<file path="src/rtl/vip_uart_receiver_if.sv">
// UART receiver VIP bus: serial input, consumer acknowledge and the
// registered byte/flag outputs of the one-deep holding register.
interface vip_uart_receiver_if;
  logic       i_rx;
  logic       i_rdy_clr;
  logic       o_rdy;
  logic [7:0] o_rdata;
  logic       o_overflow;
  logic       o_frame_err;

  // Receiver side
  modport slave (
    input  i_rx,
    input  i_rdy_clr,
    output o_rdy,
    output o_rdata,
    output o_overflow,
    output o_frame_err
  );

  // Line driver / byte consumer side
  modport master (
    output i_rx,
    output i_rdy_clr,
    input  o_rdy,
    input  o_rdata,
    input  o_overflow,
    input  o_frame_err
  );
endinterface

</file>
<file path="src/rtl/vip_uart_receiver.sv">
// UART 8N1 receive VIP. Oversamples the line with a half-bit counter,
// samples every bit at its midpoint and hands complete bytes to a one-deep
// holding register with ready/clear handshake, overflow and framing flags.
module vip_uart_receiver #(
  parameter int scaler = 8          // half bit period in clocks, >= 2
) (
  input  logic                  i_clk,
  input  logic                  i_rst,
  vip_uart_receiver_if.slave    bus
);

  localparam int P  = 2 * scaler;
  localparam int CW = (P > 2) ? $clog2(P) : 1;
  localparam logic [CW-1:0] HALF_M1 = CW'(scaler - 1);
  localparam logic [CW-1:0] FULL_M1 = CW'(P - 1);

  typedef enum logic [2:0] {
    S_WAIT_HIGH,
    S_IDLE,
    S_START,
    S_DATA,
    S_STOP
  } state_e;

  state_e        state_q, state_d;
  logic [CW-1:0] cnt_q, cnt_d;
  logic [2:0]    bitpos_q, bitpos_d;
  logic [7:0]    shift_q, shift_d;
  logic          rx_ff1_q, rx_ff2_q;
  logic          rdy_q, rdy_d;
  logic [7:0]    rdata_q, rdata_d;
  logic          ovf_q, ovf_d;
  logic          ferr_q, ferr_d;
  logic          commit;
  logic          ferr_set;

  // Synchronizer for the asynchronous line; idles high so reset looks idle
  always_ff @(posedge i_clk) begin
    if (i_rst) begin
      rx_ff1_q <= 1'b1;
      rx_ff2_q <= 1'b1;
    end else begin
      rx_ff1_q <= bus.i_rx;
      rx_ff2_q <= rx_ff1_q;
    end
  end

  // Frame FSM, sample counter, shifter and holding register state
  always_ff @(posedge i_clk) begin
    if (i_rst) begin
      state_q  <= S_WAIT_HIGH;
      cnt_q    <= '0;
      bitpos_q <= '0;
      shift_q  <= 8'h00;
      rdy_q    <= 1'b0;
      rdata_q  <= 8'h00;
      ovf_q    <= 1'b0;
      ferr_q   <= 1'b0;
    end else begin
      state_q  <= state_d;
      cnt_q    <= cnt_d;
      bitpos_q <= bitpos_d;
      shift_q  <= shift_d;
      rdy_q    <= rdy_d;
      rdata_q  <= rdata_d;
      ovf_q    <= ovf_d;
      ferr_q   <= ferr_d;
    end
  end

  // Next-state: frame sequencing with mid-bit sampling, then flag/commit update
  always_comb begin
    state_d  = state_q;
    cnt_d    = cnt_q + CW'(1);
    bitpos_d = bitpos_q;
    shift_d  = shift_q;
    rdy_d    = rdy_q;
    rdata_d  = rdata_q;
    ovf_d    = ovf_q;
    ferr_d   = ferr_q;
    commit   = 1'b0;
    ferr_set = 1'b0;

    case (state_q)
      // After reset or a framing error the line must go idle before a
      // falling edge is trusted as a start bit.
      S_WAIT_HIGH: begin
        cnt_d = '0;
        if (rx_ff2_q) state_d = S_IDLE;
      end
      S_IDLE: begin
        cnt_d = '0;
        if (!rx_ff2_q) state_d = S_START;
      end
      // Recheck the line half a bit in; a high here was only a glitch.
      S_START: begin
        if (cnt_q == HALF_M1) begin
          cnt_d = '0;
          if (!rx_ff2_q) begin
            state_d  = S_DATA;
            bitpos_d = 3'd0;
          end else begin
            state_d = S_IDLE;
          end
        end
      end
      // From the start midpoint every full period lands mid-bit; LSB first.
      S_DATA: begin
        if (cnt_q == FULL_M1) begin
          cnt_d    = '0;
          shift_d  = {rx_ff2_q, shift_q[7:1]};
          bitpos_d = bitpos_q + 3'd1;
          if (bitpos_q == 3'd7) state_d = S_STOP;
        end
      end
      // Re-arm at the stop midpoint so a directly following start is seen.
      S_STOP: begin
        if (cnt_q == FULL_M1) begin
          cnt_d = '0;
          if (rx_ff2_q) begin
            commit  = 1'b1;
            state_d = S_IDLE;
          end else begin
            ferr_set = 1'b1;
            state_d  = S_WAIT_HIGH;
          end
        end
      end
      default: begin
        cnt_d   = '0;
        state_d = S_WAIT_HIGH;
      end
    endcase

    // Acknowledge clears everything first; a same-cycle commit or framing
    // error then takes precedence over the clear.
    if (bus.i_rdy_clr) begin
      rdy_d  = 1'b0;
      ovf_d  = 1'b0;
      ferr_d = 1'b0;
    end
    if (commit) begin
      if (!rdy_q || bus.i_rdy_clr) begin
        rdata_d = shift_q;
        rdy_d   = 1'b1;
      end else begin
        ovf_d = 1'b1;
      end
    end
    if (ferr_set) ferr_d = 1'b1;
  end

  assign bus.o_rdy       = rdy_q;
  assign bus.o_rdata     = rdata_q;
  assign bus.o_overflow  = ovf_q;
  assign bus.o_frame_err = ferr_q;

endmodule

</file>
<file path="src/flat_wrapper.sv">
// flat-port wrapper written by rule: the top's interface ports become plain ports
module vip_uart_receiver_flat 
#(
  parameter int scaler = 8                                            
)
  (i_clk, i_rst, bus_i_rx, bus_i_rdy_clr, bus_o_rdy, bus_o_rdata, bus_o_overflow, bus_o_frame_err);
  vip_uart_receiver_if bus_i ();
  input  logic i_clk;
  input  logic i_rst;
  input wire logic [$bits(bus_i.i_rx)-1:0] bus_i_rx;
  input wire logic [$bits(bus_i.i_rdy_clr)-1:0] bus_i_rdy_clr;
  output wire logic [$bits(bus_i.o_rdy)-1:0] bus_o_rdy;
  output wire logic [$bits(bus_i.o_rdata)-1:0] bus_o_rdata;
  output wire logic [$bits(bus_i.o_overflow)-1:0] bus_o_overflow;
  output wire logic [$bits(bus_i.o_frame_err)-1:0] bus_o_frame_err;
  assign bus_i.i_rx = bus_i_rx;
  assign bus_i.i_rdy_clr = bus_i_rdy_clr;
  assign bus_o_rdy = bus_i.o_rdy;
  assign bus_o_rdata = bus_i.o_rdata;
  assign bus_o_overflow = bus_i.o_overflow;
  assign bus_o_frame_err = bus_i.o_frame_err;
  vip_uart_receiver #(.scaler(scaler)) u_core (.i_clk(i_clk), .i_rst(i_rst), .bus(bus_i));
endmodule
</file>
<file path="config.mk">
export PLATFORM = sky130hd
export DESIGN_NAME = vip_uart_receiver_flat
export DESIGN_NICKNAME = d
export VERILOG_FILES = /design/src/rtl/vip_uart_receiver_if.sv /design/src/rtl/vip_uart_receiver.sv /design/src/flat_wrapper.sv
export SDC_FILE = /design/constraint.sdc
export NUM_CORES = 1
export LEC_CHECK = 0
export BUFFER_PORTS_ARGS = -buffer_cell sky130_fd_sc_hd__buf_2
export CORE_MARGIN = 3
export CORE_UTILIZATION = 55
export DETAILED_ROUTE_END_ITERATION = 6
export GPL_TIMING_DRIVEN = 0
export PLACE_DENSITY = 0.8
export SLEW_MARGIN = 20
export SYNTH_ARGS = -nofsm -noshare
export SYNTH_HDL_FRONTEND = slang
export SYNTH_SLANG_ARGS = --single-unit
</file>
<file path="constraint.sdc">
create_clock -name i_clk -period 3.3 [get_ports i_clk]
set_clock_uncertainty 0.15 [all_clocks]
set_input_delay 0.99 -clock i_clk [delete_from_list [all_inputs] [get_ports i_clk]]
set_output_delay 0.99 -clock i_clk [all_outputs]
set_load 0.02 [all_outputs]
</file>
==> results.json <==
{
  "cp_num_buf_inv": 1,
  "synthMuxAreaShare_pct": 7.01,
  "ys_seq_area_share_pct": 48.3,
  "num_vias": 1029,
  "port_buffers": 14,
  "post-route-drc-count": 0,
  "synth.cell_area_um2": 1280,
  "powerDensity_nw_per_um2": 523,
  "p_switching_uw": 209,
  "switching_share_pct": 27.6,
  "power.internal_uw": 547,
  "ant_nets": 0,
  "hp-start": "u_core.rx_ff1_q",
  "criticalPathCategory": "register to output port",
  "cts_resized": 0,
  "avgSynthCellArea_um2": 8.92,
  "finalSetupViolCount": 0,
  "vdd_drop_max_v": 0.000360,
  "drt-met1-wl_um": 1180,
  "rsz0062_at_grt": "no",
  "clock_path_buffers": 2,
  "cap_violations": 0,
  "grtUsageTotal_pct": 19.3,
  "synth_adder_area_share_pct": 2.92,
  "synth_top_family_by_area": "simple AND/OR/NAND/NOR gates",
  "nNetsFinal": 172,
  "start_kind": "register",
  "drt_pass1_iterations": 4,
  "hold_slack_ns": 0.265,
  "viasPerCell": 5.36,
  "critPathRequiredTime_ns": 2.16,
  "fin_crit_sh_pct": 61.2,
  "crit_family": "flip-flops",
  "slew_viol_final": 0,
  "rrSetupSlack_ns": 1.44,
  "drive_gt1_share_pct": 17.6,
  "cts.hold.buffers_added": 0,
  "synth_cells": 144,
  "place_congestion": 0.866,
  "tightestPinTransition_ns": 0.504,
  "max_freq_ghz": 0.495,
  "clock-sinks": 31,
  "initialDrtViolationCount": 19,
  "clkPwrFrac_pct": 28.6,
  "yosysMostFrequentCell": "dfxtp_1",
  "die_y_um": 54.3,
  "crit_fanout": 4,
  "n_fill_cell": 176,
  "whs_endpoint": "u_core.rx_ff2_q",
  "cts-root-buf": "clkbuf_4",
  "dr.max_layer_used": "met4",
  "antenna_found_initial": 0,
  "gr-total-overflow": 0,
  "core_um2": 2080,
  "reg2reg_depth": 7,
  "yosysTopAreaCell": "dfxtp_1",
  "cts_tree": "done",
  "outcome": "finished, final reports clean",
  "worstPathCellList": "buf_2",
  "drt_wl_total_um": 2390,
  "grt_pass1_vias": 910,
  "hpwlAfterDp_um": 1700,
  "dieArea_um2": 2950,
  "rows": 16,
  "worstReg2RegStart": "u_core.cnt_q[0]",
  "cts_made_buffers": 5,
  "min_period_ns": 2.02,
  "crit_path_max_incr_delay_ns": 0.39,
  "post_cts_buffers": 0,
  "wl_met3_um": 91,
  "synthDominantCellAreaShare_pct": 48.3,
  "netlist-cell-type-count": 36,
  "grt_pass1_wl_um": 3980,
  "p_comb_share_pct": 19.3,
  "p_seq_share_pct": 52.1,
  "syn_to_final_growth_pct": 12.5,
  "ys_warn_count": 0,
  "met2_length_um": 1110,
  "h-tree-depth": 2,
  "diodes": 0,
  "arrival_ns": 0.88,
  "ys_seq_elements": 31,
  "syn_nets": 151,
  "clk_latency_ns": 0.32,
  "totalNegativeSetupSlack_ns": 0,
  "timing.rr.end": "u_core.bitpos_q[0]",
  "crit_slowest_cell": "dfxtp_1",
  "end_kind": "output port",
  "synth-simple-area-share_pct": 25.6,
  "wl_per_cell_um": 12.5,
  "synth_compound_area_share_pct": 11.2,
  "start_util_pct": 61.7,
  "synth-xor-area-share_pct": 1.36,
  "hold_viol": 0,
  "min_path_cells": 1,
  "yosys-top-cells-count": "dfxtp_1, nor2_1, nand2_1",
  "die_x_um": 54.3,
  "io_pins": 15,
  "max_slew_margin_pct": 66.4,
  "clk_pin_slew_ns": 0.09,
  "synth_edf_count": 0,
  "total_leakage_power_nw": 0.646,
  "synth-main-ff-cell": "dfxtp_1",
  "hp-class": "register to register",
  "synth_area_leaders": "dfxtp_1, mux2i_1, a21oi_1",
  "grt_max_degree": 11,
  "async_flop_share_pct": 0
}
layout by cell type (no fill, tap or decap), drive strengths merged, types with 2 or more instances in the layout:
master / netlist / routed
nor2: 20 / 20
dfxtp: 31 / 31
or3: 2 / 2
ha: 3 / 3
a22oi: 2 / 2
nand2b: 3 / 3
xor2: 2 / 2
mux2i: 9 / 9
or2: 3 / 3
and2: 2 / 2
nand3: 2 / 2
o21ai: 3 / 3
a21oi: 15 / 15
clkbuf: 5 / 11
nor2b: 2 / 2
nand2: 20 / 20
buf: 2 / 16
nor3: 4 / 4
inv: 3 / 3
worst max-delay path by stage:
stage	start	end	slack, ns	depth (start not counted)
3_3_place_gp	i_rst	u_core.bitpos_q[0]	1.07	4
6_report	u_core.bus.o_rdy	bus_o_rdy	1.28	1
2_1_floorplan	i_rst	u_core.bitpos_q[0]	1.44	3
3_5_place_dp	i_rst	u_core.bus.o_frame_err	1.02	4
4_1_cts	u_core.bus.o_rdy	bus_o_rdy	1.28	1
5_1_grt	u_core.bus.o_rdy	bus_o_rdy	1.23	1
area by class of cell:
cell class | instances | area (um^2) | share of cell area, %
tap | 27 | 33.8 | 2.34
multi-input combinational | 103 | 618 | 42.8
sequential | 31 | 621 | 42.9
clock inverter | 1 | 5.00 | 0.346
buffer | 7 | 35.0 | 2.42
clock buffer | 6 | 51.3 | 3.55
inverter | 3 | 11.3 | 0.779
timing repair buffer | 14 | 70.1 | 4.85
per-layer routing:
layer,track usage (%),up-vias
met1,23.8,480
met4,6.22,0
met5,0,-
met3,8.17,2
li1,-,527
met2,30.3,20
flip-flops by register name, indices dropped and copies added, names as in the netlist:
name                    flops
u_core.shift_q              8
u_core.cnt_q                4
u_core.bus.o_rdata          8
u_core.state_q              3
u_core.rx_ff2_q             1
u_core.bus.o_frame_err      1
u_core.rx_ff1_q             1
u_core.bus.o_overflow       1
u_core.bus.o_rdy            1
u_core.bitpos_q             3
power groups by stage:
stage / Combinational, mW / Clock, mW / Sequential [mW]
floorplan: 0.118 / 0 / 0.402
global placement: 0.138 / 0 / 0.403
detailed placement: 0.144 / 0 / 0.403
CTS: 0.146 / 0.219 / 0.394
global route: 0.164 / 0.241 / 0.396
finish: 0.146 / 0.216 / 0.394
logic make-up after synthesis:
| group | Yosys count |
|---|---|
| AO/OA/AOI/OAI | 25 |
| XOR/XNOR | 2 |
| adder cells (fa/ha/maj) | 3 |
| buffers and inverters | 10 |
| flip-flops | 31 |
| multiplexers | 9 |
| AND/OR/NAND/NOR | 64 |
stage by stage:
step / setup slack [ns] / power, mW / utilization, % / std cells / area (um^2)
2_1_floorplan: 1.44 / 0.519 / - / 144 / 1280
3_3_place_gp: 1.07 / 0.541 / 66.7 / 185 / 1390
3_5_place_dp: 1.02 / 0.547 / 66.7 / 185 / 1390
4_1_cts: 1.28 / 0.759 / 69.4 / 192 / 1450
5_1_grt: 1.23 / 0.801 / 69.4 / 192 / 1450
6_report: 1.28 / 0.756 / 69.4 / 192 / 1450
Power figures use the tool's default switching activity.
